==> src/rtl/id_ex_operand_stage.sv <==
// id_ex_operand_stage
//
// Single-entry ID/EX pipeline register in front of the RV32I ALU. It resolves
// both source operands by forwarding from EX/MEM and WB, picks the immediate
// for operand b, and holds off any instruction that reads the destination of
// a load still sitting in EX/MEM. The stall must last exactly one cycle,
// because on the next cycle the load value arrives on the WB bypass.
//
// Handshake: valid/ready on both sides. A transfer happens on a rising edge
// where valid & ready are both high. valid never depends on ready. in_ready is
// the only combinational output. It is a function of out_valid, out_ready,
// the hazard and flush.
//
// Ports
//   clk, rst_n                          clock, async active-low reset
//   in_valid / in_ready                 decoded-instruction handshake
//   in_rs1, in_rs2, in_rs*_used         source indices, and whether each is read
//   in_rs1_data, in_rs2_data            register-file read data
//   in_rd, in_aluop, in_use_imm, in_imm destination, ALU op, immediate select
//   in_is_load                          instruction is a load
//   flush                               squash on branch redirect
//   exm_valid/exm_is_load/exm_rd/exm_result   EX/MEM bypass source
//   wb_valid/wb_rd/wb_data              WB bypass source
//   out_valid / out_ready               handshake to the ALU stage
//   out_aluop, out_a, out_b, out_rs2_val, out_rd, out_is_load  registered payload
//   stall_cnt                           saturating count of load-use stall cycles
//
// The EMPTY/FULL state is the out_valid output itself.
module id_ex_operand_stage #(
  parameter int XLEN        = 32,
  parameter int STALL_CNT_W = 16
) (
  input  logic                   clk,
  input  logic                   rst_n,
  input  logic                   in_valid,
  output logic                   in_ready,
  input  logic [4:0]             in_rs1,
  input  logic [4:0]             in_rs2,
  input  logic                   in_rs1_used,
  input  logic                   in_rs2_used,
  input  logic [XLEN-1:0]        in_rs1_data,
  input  logic [XLEN-1:0]        in_rs2_data,
  input  logic [4:0]             in_rd,
  input  logic [2:0]             in_aluop,
  input  logic                   in_use_imm,
  input  logic [XLEN-1:0]        in_imm,
  input  logic                   in_is_load,
  input  logic                   flush,
  input  logic                   exm_valid,
  input  logic                   exm_is_load,
  input  logic [4:0]             exm_rd,
  input  logic [XLEN-1:0]        exm_result,
  input  logic                   wb_valid,
  input  logic [4:0]             wb_rd,
  input  logic [XLEN-1:0]        wb_data,
  output logic                   out_valid,
  input  logic                   out_ready,
  output logic [2:0]             out_aluop,
  output logic [XLEN-1:0]        out_a,
  output logic [XLEN-1:0]        out_b,
  output logic [XLEN-1:0]        out_rs2_val,
  output logic [4:0]             out_rd,
  output logic                   out_is_load,
  output logic [STALL_CNT_W-1:0] stall_cnt
);

  typedef enum logic {EMPTY = 1'b0, FULL = 1'b1} state_t;

  state_t state;

  logic            hazard;
  logic            capture;
  logic [XLEN-1:0] rs1_val;
  logic [XLEN-1:0] rs2_val;

  // An EX/MEM load has no result yet, so it is never a bypass source.
  // x0 is never forwarded, so a zero index always passes the register-file value.
  function automatic logic [XLEN-1:0] resolve(
    input logic [4:0]      rs,
    input logic [XLEN-1:0] rf_data,
    input logic            e_valid,
    input logic            e_is_load,
    input logic [4:0]      e_rd,
    input logic [XLEN-1:0] e_result,
    input logic            w_valid,
    input logic [4:0]      w_rd,
    input logic [XLEN-1:0] w_data
  );
    logic [XLEN-1:0] v;
    v = rf_data;
    if (rs != 5'd0) begin
      if (e_valid && !e_is_load && e_rd == rs)
        v = e_result;
      else if (w_valid && w_rd == rs)
        v = w_data;
    end
    return v;
  endfunction

  always_comb begin
    rs1_val = resolve(in_rs1, in_rs1_data, exm_valid, exm_is_load, exm_rd,
                      exm_result, wb_valid, wb_rd, wb_data);
    rs2_val = resolve(in_rs2, in_rs2_data, exm_valid, exm_is_load, exm_rd,
                      exm_result, wb_valid, wb_rd, wb_data);
  end

  assign hazard = in_valid & exm_valid & exm_is_load & (exm_rd != 5'd0) &
                  ((in_rs1_used & (exm_rd == in_rs1)) |
                   (in_rs2_used & (exm_rd == in_rs2)));

  // flush blocks capture here, so a squashed cycle can never load the register.
  assign in_ready  = (!out_valid | out_ready) & !hazard & !flush;
  assign capture   = in_valid & in_ready;
  assign out_valid = (state == FULL);

  always_ff @(posedge clk or negedge rst_n) begin
    if (!rst_n) begin
      state       <= EMPTY;
      out_aluop   <= '0;
      out_a       <= '0;
      out_b       <= '0;
      out_rs2_val <= '0;
      out_rd      <= '0;
      out_is_load <= 1'b0;
      stall_cnt   <= '0;
    end else begin
      case (state)
        EMPTY: if (capture) state <= FULL;
        FULL:  if (!capture && (out_ready || flush)) state <= EMPTY;
        default: state <= EMPTY;
      endcase

      // Payload changes only on capture. While empty, its contents are don't-care.
      if (capture) begin
        out_aluop   <= in_aluop;
        out_a       <= rs1_val;
        out_b       <= in_use_imm ? in_imm : rs2_val;
        out_rs2_val <= rs2_val;
        out_rd      <= in_rd;
        out_is_load <= in_is_load;
      end

      // A flushed cycle is not a real stall, so flush suppresses the count.
      if (hazard && !flush && stall_cnt != {STALL_CNT_W{1'b1}})
        stall_cnt <= stall_cnt + STALL_CNT_W'(1);
    end
  end

endmodule

==> config.mk <==
export PLATFORM = sky130hd
export DESIGN_NAME = id_ex_operand_stage
export DESIGN_NICKNAME = d
export VERILOG_FILES = /design/src/rtl/id_ex_operand_stage.sv
export SDC_FILE = /design/constraint.sdc
export NUM_CORES = 1
export LEC_CHECK = 0
export ABC_CLOCK_PERIOD_IN_PS = 4200
export CAP_MARGIN = 20
export CORE_MARGIN = 5
export CORE_UTILIZATION = 45
export DETAILED_ROUTE_END_ITERATION = 10
export GPL_TIMING_DRIVEN = 0
export PLACE_DENSITY = 0.87
export SYNTH_ARGS = -nofsm -noshare
export SYNTH_HDL_FRONTEND = slang
export SYNTH_SLANG_ARGS = --single-unit
==> constraint.sdc <==
create_clock -name clk -period 4.2 [get_ports clk]
set_clock_uncertainty 0.1 [all_clocks]
set_input_delay 0.42 -clock clk [delete_from_list [all_inputs] [get_ports clk]]
set_output_delay 0.42 -clock clk [all_outputs]
set_load 0.01 [all_outputs]
-- Yosys cells after proc, flatten, opt, wreduce, memory -nomap -nowiden
Cells that the tools add are included.
- register bits after elaboration: 122
- add/sub/neg operators: 1
- eq/ne operators: 5
- multiplexer cells: 10
- bitwise gates (word level): 12
- reductions and logical operators: 17
- operator list (kind ; count):
    $mux W32 ; 7
    $eq A5 B5 Y1 ; 4
    $add A16 B1 Y16 const B ; 1
    $ne A16 B16 Y1 const B ; 1
    $reduce_bool A5 Y1 ; 3
    $and A1 B1 Y1 ; 9
    $logic_and A1 B1 Y1 ; 8
    $logic_not A1 Y1 ; 5
    $mux W1 ; 2
    $or A1 B1 Y1 ; 2
    $pmux W1 S2 ; 1
    $logic_or A1 B1 Y1 ; 1
    $not A1 Y1 ; 1

-- Longest topological paths before layout
- depth in word-level cells: 12
- depth in mapped cells: 10
- depth with buffers taken out: 6

-- Worst setup path before layout
No wires, ideal clock.
- kind: input port to flip-flop
- from: input port exm_rd[1]
- to: register out_b[14]
- setup time: 0.135 ns
- arrival time: 2.025 ns
- setup slack: 1.941 ns
- cell stages on the path: 8
- buffers on the path: 3
- cell sequence: or4_1 > o2111a_2 > a21o_1 > buf_2 > buf_6 > buf_6 > a21oi_1 > o31ai_1
- longest elaborated chain between the ends: 8
- elaborated cells between the ends (all ways): 16
- classes of those cells: eq/ne: 2; mux: 3; bitwise: 8; reduce/logical: 3
- ends and longest elaborated chain (element ; line ; RTL):
    start: declaration ; 51 ; input logic [4:0] exm_rd,
    $eq A5 B5 Y1, on equally long branches ; 108, 92, 109 ;
    $and A1 B1 Y1, on equally long branches ; 108, 109 ;
    $or A1 B1 Y1 ; 108 ; ((in_rs1_used & (exm_rd == in_rs1)) |
    $and A1 B1 Y1 ; 107 ; assign hazard = in_valid & exm_valid & exm_is_load & (exm_rd != 5'd0) &
    $logic_not A1 Y1 ; 112 ; assign in_ready = (!out_valid | out_ready) & !hazard & !flush;
    $and A1 B1 Y1 (2 in a row) ; 112 ;
    $and A1 B1 Y1 ; 113 ; assign capture = in_valid & in_ready;
    end signal: assignment ; 137 ; out_b <= in_use_imm ? in_imm : rs2_val;
    end: declaration ; 60 ; output logic [XLEN-1:0] out_b,
Several ways; a longest one is shown, not always the timed one.
A chain may end at the register's enable or synchronous reset.

-- Worst setup path after layout
- from: input port exm_rd[1]
- to: output port in_ready
- longest elaborated chain between the ends: 7
- elaborated cells between the ends (all ways): 11
- classes of those cells: eq/ne: 2; bitwise: 7; reduce/logical: 2
- ends and longest elaborated chain (element ; line ; RTL):
    $eq A5 B5 Y1, on equally long branches ; 108, 109 ;
    $and A1 B1 Y1, on equally long branches ; 108, 109 ;
    $or A1 B1 Y1 ; 108 ;
    $and A1 B1 Y1 (*) ; 107 ;
    $logic_not A1 Y1 (*) ; 112 ;
    $and A1 B1 Y1 (*) (2 in a row) ; 112 ;
    end: declaration ; 36 ; output logic in_ready,
Every way passes the cells marked *; elsewhere a longest branch is shown, timed or not.

==> summary.txt <==
GRT
  – GRT busiest layer: met2
  – Initial antenna violation count: 0
  – Global Route met3 Usage: 0.0923
  – Total grt overflow: 0
  – Largest net degree at the start of global routing: between 60 and 70
  – Number of global-route vias before repair: 7843
  – Met1 global-route usage: 0.386
  – GR Util met2: 0.536
  – First-pass GRT wire length: roughly 45000 microns
  – Total Routing Usage GR: 0.322

Power
  – Switching Power: about 1100 uW
  – Power Density: 357 nW/um^2
  – Clock network fraction of total power: 0.347
  – Sw Share: 0.292
  – Combinational share of power: 0.280
  – Leakage: around 0.0044 uW
  – Max rail drop VDD: between 200 and 250 uV
  – P_int: ~2800 uW
  – Proportion of power drawn by flip-flops and latches: 0.373

Routing
  – Drt total wl: 29600 microns
  – Vias/cell: approximately 5.7
  – DR iter-0 viols: just under 500
  – DRC: 0
  – Per-cell routed wire length: between 20 and 25 microns
  – Routed vias: 7747
  – Post-DRT Antenna Nets: 0
  – First drt pass iteration count: 7

Synthesis
  – Sequential element share of the synthesized area: 0.440
  – Largest cells by area after synthesis: dfrtp_1 44%, a21oi_1 6.9%, nand2_1 5.7%
  – Count of different cell masters after synthesis: between 50 and 60
  – Post-synthesis adder-cell area fraction: 0.00180
  – Syn Inst Count: about 800
  – Post-Syn Area per Cell: ~8.6 sq um
  – Most instantiated cells after synthesis: 122 x dfrtp_1, 106 x nand2_1, 95 x a21oi_1
  – Yosys reg bits: ~120
  – Synth Area in Simple Gates: 0.215
  – Post-synth top area cell: dfrtp_1
  – Mapped Area: approximately 6900 sq um
  – Synthesized Nets: a little over 1k
  – Post-Synth XOR/XNOR Area: 0.0442
  – Async S/R FF share, synth: 1.00
  – Top FF cell, synth: dfrtp_1
  – YS warnings: 0
  – Dominant cell by count in the synthesized netlist: dfrtp_1
  – Share of the synthesized area in the top cell type: 0.440
  – Mux contribution to synthesized area: 0.0391
  – Main combinational cell family by area after synthesis: simple AND/OR/NAND/NOR gates
  – Synth Area in Compound Gates: 0.214
  – Post-synth EDFFs: 0

Floorplanning
  – Die height: 134 microns
  – FP Rows: 45
  – Die area: ~18000 sq um
  – Initial Util: 0.458
  – Core Area: between 15000 and 20000 sq um
  – I/O Pins: between 300 and 400
  – Die span in x: 134 microns

Setup path
  – Crit path to: in_ready
  – Setup crit end kind: primary output
  – CP required: 3.68 ns
  – Worst R2R End: stall_cnt[1]
  – FF-to-FF path depth: 7
  – Worst-path fanout max: 8
  – Crit Path Category: input pin to primary output
  – R2R setup slack: between 1.5 and 2 ns
  – Worst Setup SP: exm_rd[1]
  – Setup crit start kind: input pin
  – Arrival time at the worst endpoint: around 2.6 ns
  – Worst r2r src: stall_cnt[0]

Cells and area
  – Fillers: ~1.2k
  – Layout cells sized above 1: 0.0559
  – Post-layout util: 0.724
  – Register area: 3050 sq um
  – Nets: between 1k and 1.5k
  – Number of diodes: 0
  – Area taken by multi-input logic gates: ~3600 sq um
  – P&R area growth vs syn: 57.9%

Timing
  – RSZ-0062 raised after global routing: false
  – Slew Limit Headroom: 0.481
  – Setup violators final: 0
  – Fin crit share: 0.737
  – Max-slew violations: 0
  – Worst setup margin: about 1.1 ns
  – FMAX: 323 MHz
  – Post-route setup TNS: 0 ns
  – Slew at the pin closest to its max-slew limit: about 0.78 ns
  – Final-report hold violation count: 0
  – Fin crit period: just over 3 ns

CTS
  – Max Root-Sink Buffers: 2
  – Worst skew pair latency: 0.42 ns
  – CTS tree: built
  – CTS Buf Count: 17
  – H-tree Lvls: 4
  – Reg clk slew, reported paths: approximately 0.06 ns
  – CTS sink cnt: between 100 and 150
  – Root Buffer: clkbuf_16

Status
  – Status: finished, final reports clean

Worst hold path
  – Min-delay worst type: input pin to register

Place
  – PortBufs: 320
  – DP Wirelength: approximately 23000 microns
  – GP Congestion: between 0.8 and 0.9
  – Pre-CTS setup slack: ~0.95 ns

Run
  – Reported max-cap violation count: 0
worst min-delay path by stage:
stage	from	to	cells past startpoint
6_report	in_rs1[0]	out_a[5]	3
4_1_cts	in_rs1[0]	out_a[5]	3
5_1_grt	in_rs1[0]	out_a[5]	3
2_1_floorplan	rst_n	out_a[0]	0
3_3_place_gp	out_rd[0]	out_rd[0]	2
3_5_place_dp	rst_n	stall_cnt[6]	1
final cells by class:
class	instances	area share
multi-input cells	623	0.326
repair buffers	322	0.296
flip-flops and latches	122	0.279
clock buffers	22	0.0433
plain buffers	61	0.0277
well taps	188	0.0215
clock inverters	10	0.00628
inverters	3	0.00103
per-stage QoR:
stage | hold slack, ns | cell area [sq um] | cells | total power, uW
3_5_place_dp | 0.347 | 10400 | 1318 | 2560
4_1_cts | 0.270 | 11000 | 1351 | 3920
3_3_place_gp | 0.357 | 10400 | 1317 | 2540
5_1_grt | 0.282 | 11000 | 1351 | 4070
6_report | 0.292 | 11000 | 1351 | 3910
2_1_floorplan | 0.0244 | 6940 | 809 | 1840
cells in the final DEF (no fill, tap or decap), types with 2 or more instances in the layout:
cell type | Yosys | routed
buf_6 | 5 | 6
buf_4 | 2 | 2
xnor2_1 | 6 | 6
clkbuf_1 | 37 | 39
dfrtp_1 | 122 | 122
clkinvlp_4 | 0 | 3
clkbuf_16 | 0 | 17
a21oi_1 | 95 | 95
nand2_1 | 106 | 106
clkinv_2 | 0 | 4
nor2_1 | 81 | 81
nand2b_1 | 30 | 30
nor3_1 | 30 | 30
nor3b_1 | 2 | 2
and2_1 | 3 | 3
a211oi_1 | 5 | 5
or4_1 | 2 | 2
o21a_1 | 5 | 5
o31ai_1 | 21 | 21
a21o_1 | 44 | 44
inv_1 | 2 | 2
nor4_1 | 7 | 7
o21ai_0 | 14 | 14
clkdlybuf4s50_1 | 0 | 319
nand3_1 | 50 | 50
mux2i_1 | 26 | 26
a31oi_1 | 26 | 26
buf_2 | 15 | 15
o22a_1 | 14 | 14
xor2_1 | 29 | 29
nand4_1 | 6 | 6
clkbuf_8 | 0 | 3
clkinv_4 | 0 | 2
state kept, by name (all words and copies together) (netlist names):
name,count
out_a,32
stall_cnt,16
out_rs2_val,32
out_aluop,3
out_is_load,1
out_b,32
out_valid,1
out_rd,5
kinds of logic (layout without fill, tap and decap cells):
kind of cell | count (synthesis) | in the layout
flip-flops | 122 | 122
multiplexers | 27 | 27
AO/OA/AOI/OAI | 234 | 234
AND/OR/NAND/NOR | 326 | 326
buffers and inverters | 64 | 418
adder cells (fa/ha/maj) | 1 | 1
XOR/XNOR | 35 | 35
metal layers:
| layer | share of wire | wire (microns) | vias up |
|---|---|---|---|
| met5 | 0 | 0 | - |
| met4 | 0.042 | 1240 | 0 |
| met3 | 0.089 | 2640 | 84 |
| met2 | 0.48 | 14200 | 403 |
| met1 | 0.39 | 11500 | 3712 |
| li1 | - | - | 3548 |
power by group through the flow:
| stage | Combinational (uW) | Clock [uW] | Sequential (uW) |
|---|---|---|---|
| final | 1090 | 1360 | 1460 |
| after floorplan | 286 | 0 | 1550 |
| after global placement | 1070 | 0 | 1470 |
| after global routing | 1170 | 1420 | 1480 |
| after CTS | 1090 | 1370 | 1460 |
| after detailed placement | 1090 | 0 | 1470 |
what timing repair did:
action,4_1_cts,5_1_grt
resized for setup,0,0
hold endpoints to repair,63,0
endpoints found under the setup margin,0,0
hold buffers,1,0
setup buffers,0,0
critical path, cell delays in order:
cell and delay [ns]:
clkdlybuf4s50_1 0.47, or4_1 0.58, o2111a_2 0.36, a21oi_1 0.18
clkdlybuf4s50_1 0.56
(Power assumes the default switching activity.)
